==> src/rtl/load_store_unit.sv <==
// load_store_unit: single-outstanding load/store initiator for a word-addressed
// data memory. Byte/halfword stores are done as read-modify-write because the
// memory only has a whole-word write enable. Misaligned, illegal-width and
// out-of-range requests are answered with an error and never touch memory.
// Optional build macro: LSU_STATS_EN adds saturating load/store/error counters.
module load_store_unit #(
  parameter int MEM_WORDS = 64,
  parameter int CNT_W     = 16
) (
  input  logic             clk,
  input  logic             rst_n,
  input  logic             req_valid,
  output logic             req_ready,
  input  logic             req_store,
  input  logic [2:0]       req_funct3,
  input  logic [31:0]      req_addr,
  input  logic [31:0]      req_wdata,
  output logic             resp_valid,
  output logic             resp_err,
  output logic [31:0]      resp_rdata,
  output logic [31:0]      mem_addr,
  output logic             mem_re,
  output logic             mem_we,
  output logic [31:0]      mem_wdata,
  input  logic [31:0]      mem_rdata
`ifdef LSU_STATS_EN
  ,
  output logic [CNT_W-1:0] stat_loads,
  output logic [CNT_W-1:0] stat_stores,
  output logic [CNT_W-1:0] stat_errs
`endif
);

  localparam logic [2:0] S_IDLE   = 3'd0;
  localparam logic [2:0] S_LOAD   = 3'd1;
  localparam logic [2:0] S_WRITE  = 3'd2;
  localparam logic [2:0] S_RMW_RD = 3'd3;
  localparam logic [2:0] S_RMW_WR = 3'd4;
  localparam logic [2:0] S_RESP   = 3'd5;

  logic [2:0]  state_q, state_d;
  logic        store_q, store_d;
  logic [2:0]  funct3_q, funct3_d;
  logic [31:0] addr_q, addr_d;
  logic [31:0] wdata_q, wdata_d;
  logic [31:0] merge_q, merge_d;
  logic        resp_err_q, resp_err_d;
  logic [31:0] resp_rdata_q, resp_rdata_d;
  logic        req_err;

  // Pull the addressed byte/half out of a memory word and extend it to 32 bits.
  function automatic logic [31:0] extract_lane(input logic [31:0] word,
                                               input logic [2:0]  f3,
                                               input logic [1:0]  off);
    logic [7:0]  b;
    logic [15:0] h;
    b = word[{off, 3'b000} +: 8];
    h = word[{off[1], 4'b0000} +: 16];
    case (f3)
      3'b000:  extract_lane = {{24{b[7]}}, b};
      3'b001:  extract_lane = {{16{h[15]}}, h};
      3'b100:  extract_lane = {24'h0, b};
      3'b101:  extract_lane = {16'h0, h};
      default: extract_lane = word;
    endcase
  endfunction

  // Replace the addressed byte/half of the old word with the new store data.
  function automatic logic [31:0] merge_lane(input logic [31:0] word,
                                             input logic [31:0] wd,
                                             input logic [2:0]  f3,
                                             input logic [1:0]  off);
    merge_lane = word;
    if (f3 == 3'b000) merge_lane[{off, 3'b000} +: 8] = wd[7:0];
    else              merge_lane[{off[1], 4'b0000} +: 16] = wd[15:0];
  endfunction

  // Request legality: width code, store width, alignment and memory range.
  always_comb begin
    req_err = 1'b0;
    if (req_funct3 == 3'b011 || req_funct3 == 3'b110 || req_funct3 == 3'b111) req_err = 1'b1;
    if (req_store && (req_funct3 == 3'b100 || req_funct3 == 3'b101)) req_err = 1'b1;
    if ((req_funct3 == 3'b001 || req_funct3 == 3'b101) && req_addr[0]) req_err = 1'b1;
    if (req_funct3 == 3'b010 && req_addr[1:0] != 2'b00) req_err = 1'b1;
    if ({2'b00, req_addr[31:2]} >= 32'(MEM_WORDS)) req_err = 1'b1;
  end

  // Next-state and datapath register updates for the request FSM.
  always_comb begin
    state_d      = state_q;
    store_d      = store_q;
    funct3_d     = funct3_q;
    addr_d       = addr_q;
    wdata_d      = wdata_q;
    merge_d      = merge_q;
    resp_err_d   = resp_err_q;
    resp_rdata_d = resp_rdata_q;
    case (state_q)
      S_IDLE: begin
        if (req_valid) begin
          store_d      = req_store;
          funct3_d     = req_funct3;
          addr_d       = req_addr;
          wdata_d      = req_wdata;
          resp_err_d   = req_err;
          resp_rdata_d = 32'h0;
          if (req_err)                  state_d = S_RESP;
          else if (!req_store)          state_d = S_LOAD;
          else if (req_funct3 == 3'b010) state_d = S_WRITE;
          else                          state_d = S_RMW_RD;
        end
      end
      S_LOAD: begin
        resp_rdata_d = extract_lane(mem_rdata, funct3_q, addr_q[1:0]);
        state_d      = S_RESP;
      end
      S_WRITE:  state_d = S_RESP;
      S_RMW_RD: begin
        merge_d = merge_lane(mem_rdata, wdata_q, funct3_q, addr_q[1:0]);
        state_d = S_RMW_WR;
      end
      S_RMW_WR: state_d = S_RESP;
      S_RESP:   state_d = S_IDLE;
      default:  state_d = S_IDLE;
    endcase
  end

  // State and datapath registers; reset aborts any request in flight.
  always_ff @(posedge clk or negedge rst_n) begin
    if (!rst_n) begin
      state_q      <= S_IDLE;
      store_q      <= 1'b0;
      funct3_q     <= 3'b000;
      addr_q       <= 32'h0;
      wdata_q      <= 32'h0;
      merge_q      <= 32'h0;
      resp_err_q   <= 1'b0;
      resp_rdata_q <= 32'h0;
    end else begin
      state_q      <= state_d;
      store_q      <= store_d;
      funct3_q     <= funct3_d;
      addr_q       <= addr_d;
      wdata_q      <= wdata_d;
      merge_q      <= merge_d;
      resp_err_q   <= resp_err_d;
      resp_rdata_q <= resp_rdata_d;
    end
  end

  // Memory strobes decode straight from state so reset drops them at once.
  always_comb begin
    req_ready  = (state_q == S_IDLE);
    resp_valid = (state_q == S_RESP);
    resp_err   = resp_err_q;
    resp_rdata = resp_rdata_q;
    mem_addr   = {addr_q[31:2], 2'b00};
    mem_re     = (state_q == S_LOAD) || (state_q == S_RMW_RD);
    mem_we     = (state_q == S_WRITE) || (state_q == S_RMW_WR);
    mem_wdata  = 32'h0;
    if (state_q == S_WRITE)  mem_wdata = wdata_q;
    if (state_q == S_RMW_WR) mem_wdata = merge_q;
  end

`ifdef LSU_STATS_EN
  logic [CNT_W-1:0] loads_q, loads_d, stores_q, stores_d, errs_q, errs_d;

  // Count completions in their RESP cycle, saturating at all-ones.
  always_comb begin
    loads_d  = loads_q;
    stores_d = stores_q;
    errs_d   = errs_q;
    if (state_q == S_RESP) begin
      if (resp_err_q) begin
        if (errs_q != '1) errs_d = errs_q + 1'b1;
      end else if (store_q) begin
        if (stores_q != '1) stores_d = stores_q + 1'b1;
      end else begin
        if (loads_q != '1) loads_d = loads_q + 1'b1;
      end
    end
  end

  // Statistics counter registers.
  always_ff @(posedge clk or negedge rst_n) begin
    if (!rst_n) begin
      loads_q  <= '0;
      stores_q <= '0;
      errs_q   <= '0;
    end else begin
      loads_q  <= loads_d;
      stores_q <= stores_d;
      errs_q   <= errs_d;
    end
  end

  assign stat_loads  = loads_q;
  assign stat_stores = stores_q;
  assign stat_errs   = errs_q;
`endif

endmodule

==> config.mk <==
export PLATFORM = sky130hd
export DESIGN_NAME = load_store_unit
export DESIGN_NICKNAME = d
export VERILOG_FILES = /design/src/rtl/load_store_unit.sv
export SDC_FILE = /design/constraint.sdc
export NUM_CORES = 1
export LEC_CHECK = 0
export BUFFER_PORTS_ARGS = -buffer_cell sky130_fd_sc_hd__buf_2
export CAP_MARGIN = 20
export CELL_PAD_IN_SITES_DETAIL_PLACEMENT = 2
export CELL_PAD_IN_SITES_GLOBAL_PLACEMENT = 2
export CORE_MARGIN = 2
export CORE_UTILIZATION = 28
export DETAILED_ROUTE_END_ITERATION = 7
export PLACE_DENSITY_LB_ADDON = 0.1
export SYNTH_ARGS = -nofsm -noshare
export SYNTH_HDL_FRONTEND = slang
export SYNTH_SLANG_ARGS = --single-unit
==> constraint.sdc <==
create_clock -name clk -period 2 [get_ports clk]
set_clock_uncertainty 0.05 [all_clocks]
set_input_delay 0.1 -clock clk [delete_from_list [all_inputs] [get_ports clk]]
set_output_delay 0.1 -clock clk [all_outputs]
set_load 0.005 [all_outputs]
**After elaboration in Yosys (flattened, before gate mapping)**

Index checks and enable logic that the tools add are counted.

- Bits in writable memories: 0
- Logic and storage cells: 66
- Bits of input ports: 103
- Memories kept: 0
- Latch bits: 0
- Bits in registers: 135
- ROM bits: 0

- Multipliers: 0
- Shift operators: 6
- Mux-type cells: 18
- Add/subtract/negate cells: 2
- Reduce and logical (&&, ||, !) cells: 16
- Magnitude comparators: 1
- Bitwise logic cells: 0
- Div/mod/pow operators: 0
- Equal/unequal tests: 16

Operator list:

| kind | number |
|---|---|
| 2-to-1 mux 32 bit | 4 |
| one-hot mux 32 bit (4 select lines) | 1 |
| bitwise mux 32 bit | 2 |
| one-hot mux 32 bit (2 select lines) | 1 |
| variable shift 16 x 7 -> 32 bit, first input constant | 1 |
| variable shift 8 x 7 -> 32 bit, first input constant | 1 |
| indexed part select 16 x 7 -> 32 bit | 1 |
| indexed part select 32 x 6 -> 16 bit | 1 |
| indexed part select 32 x 6 -> 8 bit | 1 |
| indexed part select 8 x 7 -> 32 bit | 1 |
| >= comparator 30 x 7 -> 1 bit, second input constant | 1 |
| equality test 3 bit, second input constant | 8 |
| negation 5 -> 7 bit | 2 |
| equality test 3 x 2 -> 1 bit, second input constant | 4 |
| equality test 3 x 1 -> 1 bit, second input constant | 3 |
| one-hot mux 3 bit (3 select lines) | 1 |
| zero test 3 bit | 2 |
| logical OR 1 bit | 6 |
| 2-to-1 mux 1 bit | 6 |
| 2-to-1 mux 3 bit | 2 |
| AND reduction 2 bit | 2 |
| nonzero test 2 bit | 2 |
| logical AND 1 bit | 3 |
| OR reduction 3 bit | 1 |
| 2 further kinds | 2 |

**Logic depth before layout (Yosys ltp)**

- Depth after elaboration: 11
- Depth in mapped cells: 8
- Gate-level depth less buffers: 6

**Least setup slack after synthesis**

Ideal clock, no wire load.

- Path type: register to register
- Start: reg addr_q[0]
- End: reg merge_q[16]
- Stages on the path, launching flop included: 7
- Data arrival time: 2.068 ns
- Required time: 1.885 ns
- Clock period less this slack: 2.183 ns
- Setup slack: -0.183 ns
- Cell sequence: dfrtp_1 clkinv_1 ha_1 nand2_1 nor3_1 a221o_1 a22o_1

- Longest elaborated chain between the ends: 4
- Elaborated cells between the ends (all ways): 5
- Classes of those cells: 1 x add/sub; 2 x shift; 2 x mux

Ends and longest elaborated chain:

| what | RTL line | text |
|---|---|---|
| start: declaration | 44 | `logic [31:0] addr_q, addr_d;` |
| start signal: assignment | 143 | `addr_q <= addr_d;` |
| negation 5 -> 7 bit * | 74 | `if (f3 == 3'b000) merge_lane[{off, 3'b000} +: 8] = wd[7:0];` |
| indexed part select 8 x 7 -> 32 bit / variable shift 8 x 7 -> 32 bit (equally long branches) | 74 |  |
| bitwise mux 32 bit * | 74 |  |
| 2-to-1 mux 32 bit * | 74 |  |
| end signal: assignment | 145 | `merge_q <= merge_d;` |
| end: declaration | 46 | `logic [31:0] merge_q, merge_d;` |

Mark *: on every way between the ends. The rest lies on a longest branch, timed or not.
A chain may end at the register's enable or synchronous reset.

**Worst setup path after layout**

- Start: reg state_q[0]
- End: out mem_wdata[13]

- Longest elaborated chain between the ends: 3
- Elaborated cells between the ends (all ways): 4
- Classes of those cells: 2 x eq/ne; 2 x mux

Ends and longest elaborated chain:

| what | RTL line | text |
|---|---|---|
| start: declaration | 41 | `logic [2:0] state_q, state_d;` |
| start signal: assignment | 140 | `state_q <= state_d;` |
| equality test 3 x 2 -> 1 bit | 161 | `if (state_q == S_WRITE) mem_wdata = wdata_q;` |
| 2-to-1 mux 32 bit | 161 |  |
| 2-to-1 mux 32 bit * | 162 | `if (state_q == S_RMW_WR) mem_wdata = merge_q;` |
| end: declaration | 24 | `output logic [31:0] mem_wdata,` |

Marks and branches as above.

==> flow_metrics.env <==
export IMPL_status="finished, violations left"
export IMPL_violations="setup timing"
export IMPL_drive_gt1_share_pct=31.3
export IMPL_syn_cell_area_um2=7180
export IMPL_synth_xor_area_share_pct=0
export IMPL_rr_startpoint="state_q[2]$_DFFE_PN0P_"
export IMPL_synth_top_area_share_pct=47.0
export IMPL_worstMarginPinSlew_ps=547
export IMPL_fin_crit_sh_pct=102
export IMPL_antenna_found_initial=1
export IMPL_timing_fmax_mhz=492
export IMPL_core_area_um2=25200
export IMPL_viasPerCell=5.21
export IMPL_max_stage_delay_ps=450
export IMPL_gr_total_overflow=0
export IMPL_vdd_drop_max_mv=0.528
export IMPL_hold_class="input pin to flip-flop"
export IMPL_drt_first_iter_violations=345
export IMPL_cp_max_fo=9
export IMPL_swShare_pct=39.6
export IMPL_antenna_left=0
export IMPL_grt_pass1_vias=7904
export IMPL_worstHoldEndpoint="resp_rdata[9]$_DFFE_PN0P_"
export IMPL_synthTopCellsByArea="dfrtp_1 47%, nand2_1 11%, a22o_1 7.8%"
export IMPL_yosys_area_top_type="dfrtp_1"
export IMPL_cp_end_kind="output pin"
export IMPL_startpoint_type="flip-flop"
export IMPL_io_pin_count=204
export IMPL_initial_core_util_pct=28.5
export IMPL_p_switching_mw=5.68
export IMPL_min_delay_start="mem_rdata[9]"
export IMPL_timing_rr_end="resp_rdata[3]$_DFFE_PN0P_"
export IMPL_dr_total_vias=7155
export IMPL_synth_cell_types=49
export IMPL_cts_max_level=4
export IMPL_avgSynthCellArea_um2=9.46
export IMPL_rows=58
export IMPL_ff2ff_setup_slack_ps=70
export IMPL_max_cap_violations=0
export IMPL_crit_chain="buf_6 -> nor3b_4 -> buf_6 -> buf_12 -> a22o_1 -> buf_2"
export IMPL_synthSimpleGateAreaFrac_pct=16.9
export IMPL_holdPathStages=3
export IMPL_clk_pin_slew_worst_paths_ps=60
export IMPL_dieArea_um2=26900
export IMPL_rsz0062_at_grt="true"
export IMPL_wl_um=31000
export IMPL_cp_required_ps=1850
export IMPL_finalSetupViolations=15
export IMPL_hold_viol=0
export IMPL_grtUsageTotal_pct=23.2
export IMPL_drc_errors=0
export IMPL_synth_cells=759
export IMPL_p_comb_share_pct=43.5
export IMPL_fin_nets=1139
export IMPL_cts_tree="done"
export IMPL_synth_edf_count=0
export IMPL_yosys_warnings=0
export IMPL_powerDensity_nw_per_um2=1380
export IMPL_clockRootBuffer="clkbuf_16"
export IMPL_critPathArrivalTime_ps=1880
export IMPL_drt_pass1_iter_count=4
export IMPL_grt_pass1_wl_um=47100
export IMPL_post_place_ws_ps=-165
export IMPL_cpMaxStageDelayCell="dfrtp_2"
export IMPL_ys_dominant_reg_cell="dfrtp_1"
export IMPL_hpwlAfterDp_um=20800
export IMPL_intPower_mw=8.68
export IMPL_final_setup_worst_slack_ps=-32.6
export IMPL_synthMuxAreaShare_pct=5.96
export IMPL_slew_headroom_pct=63.6
export IMPL_cp_common_cell="buf_6"
export IMPL_cts_made_buffers=17
export IMPL_fillers=2663
export IMPL_synth_top_family_by_area="compound AO/OA/AOI/OAI gates"
export IMPL_synth_adder_area_share_pct=0.871
export IMPL_clock_power_share_pct=24.6
export IMPL_rr_worst_depth=3
export IMPL_finish_utilization_pct=41.4
export IMPL_wire_per_inst_um=22.6
export IMPL_place_congestion=0.827
export IMPL_async_flop_share_pct=100
export IMPL_clock_sinks=135
export IMPL_slew_viol_final=0
export IMPL_grt_max_degree=65
export IMPL_post_route_min_period_ps=2030
export IMPL_seq_area_frac_synth_pct=47.0
export IMPL_ys_ff_latch=135
export IMPL_synth_compound_area_share_pct=21.8
export IMPL_crit_type="flip-flop to output pin"
export IMPL_p_leak_nw=5.15
export IMPL_clk_path_buf_depth=2
export IMPL_clk_latency_ps=420
export IMPL_portBuffers=201
export IMPL_die_w_um=164
export IMPL_seq_power_share_pct=31.9
export IMPL_area_growth_pct=45.3
export IMPL_fin_setup_tns_ps=-177
export IMPL_dieHeight_um=164
## worst max path at each step
| stage | slack (ps) | from | end |
|---|---|---|---|
| 3_3_place_gp | 20 | addr_q[1]$_DFFE_PN0P_ | merge_q[20]$_DFFE_PN0P_ |
| 4_1_cts | -30 | state_q[0]$_DFFE_PN0P_ | mem_wdata[25] |
| 3_5_place_dp | -160 | addr_q[1]$_DFFE_PN0P_ | merge_q[18]$_DFFE_PN0P_ |
| 2_1_floorplan | 40 | addr_q[1]$_DFFE_PN0P_ | merge_q[10]$_DFFE_PN0P_ |
| 5_1_grt | -80 | state_q[0]$_DFFE_PN0P_ | mem_wdata[4] |
| 6_report | -30 | state_q[0]$_DFFE_PN0P_ | mem_wdata[13] |
## layer usage
layer | track usage [%] | part of all wire [%] | vias to the layer above
met5 | 0 | 0 | -
met4 | 7.78 | 2.9 | 0
met3 | 4.80 | 4.6 | 41
met2 | 41.1 | 51 | 196
met1 | 27.8 | 42 | 3694
li1 | - | - | 3224
## cell usage in the layout (no fill, tap or decap), types with 6 or more instances in the layout
cell / instances
nand2_1: 217
buf_2: 197
dfrtp_1: 132
dlygate4sd3_1: 90
a22o_1: 62
a221o_1: 38
mux2i_1: 36
a21oi_1: 34
buf_4: 30
clkbuf_16: 21
o21ai_0: 20
nor2_1: 14
buf_6: 12
buf_12: 11
a221o_2: 10
nor3b_1: 7
nand3_1: 7
nor4_1: 7
and2_1: 6
## Yosys cell counts (2+ instances only)
cell and n:
a211oi_1 5, a21oi_1 34, a221o_1 38, a221o_2 10, a221oi_1 2, a22o_1 64, a22oi_1 2, and2_1 7
buf_2 14, buf_4 33, clkbuf_1 43, clkinv_1 4, dfrtp_1 135, ha_1 5, inv_1 6, mux2_2 2
mux2i_1 36, mux4_2 2, nand2_1 218, nand2b_1 2, nand3_1 8, nor2_1 15, nor2b_1 3, nor3_1 2
nor3b_1 8, nor4_1 7, o21a_1 5, o21ai_0 21, o41ai_1 6, or2_2 2, or3_1 2
## what timing repair did
action	4_1_cts	5_1_grt
hold buffers	90	0
resized for setup	12	17
endpoints found under the hold margin	137	0
cloned	1	4
setup endpoints to repair	61	115
pin swaps	5	7
setup buffers	5	10
## power groups by stage
stage               Sequential [mW]  Combinational [mW]  Clock [mW]
floorplan                      4.17                3.87           0
global route                   4.70                6.86        3.72
detailed placement             4.61                5.56           0
finish                         4.58                6.25        3.53
global placement               4.55                5.33           0
CTS                            4.58                5.97        3.59
## kinds of logic (layout without fill, tap and decap cells)
| logic type | after synthesis | in the layout |
|---|---|---|
| simple gates | 282 | 282 |
| compound gates | 194 | 194 |
| flops | 135 | 135 |
| buf+inv | 102 | 385 |
| mux | 40 | 40 |
| fa+ha+maj | 5 | 5 |
| other cells | 1 | 3 |
## critical path: cells and delay by family (launching register included)
kind | cells | cell delay, ps
and+or+nand+nor | 1 | 240
buffers and inverters | 4 | 580
AOI/OAI and AO/OA | 1 | 180
DFF | 1 | 450
## area by class of cell
type | count | area [um2] | area share [%]
Sequential cell | 135 | 3380 | 32.4
Clock inverter | 12 | 201 | 1.93
Timing Repair Buffer | 344 | 2570 | 24.6
Antenna cell | 1 | 2.50 | 0.0240
Clock buffer | 19 | 443 | 4.24
Inverter | 10 | 40.0 | 0.384
Multi-Input combinational cell | 523 | 3390 | 32.4
Tap cell | 330 | 413 | 3.96
## state kept, by name, summed over array words and instances, names as in the netlist
register and cells:
merge_q 32, funct3_q 3, state_q 3, wdata_q 32
addr_q 32, resp_rdata 32, resp_err 1
## stage by stage
| stage | cells | hold slack (ps) | instance area [um2] | total power [mW] |
|---|---|---|---|---|
| floorplan | 760 | -246 | 7200 | 8.04 |
| global placement | 1233 | 57.6 | 8510 | 9.87 |
| detailed placement | 1233 | 60.7 | 8510 | 10.2 |
| CTS | 1360 | 5.02 | 10200 | 14.1 |
| global route | 1373 | 23.4 | 10400 | 15.3 |
| finish | 1374 | 20.1 | 10400 | 14.4 |
No activity file was read; power rests on OpenSTA's default activity.
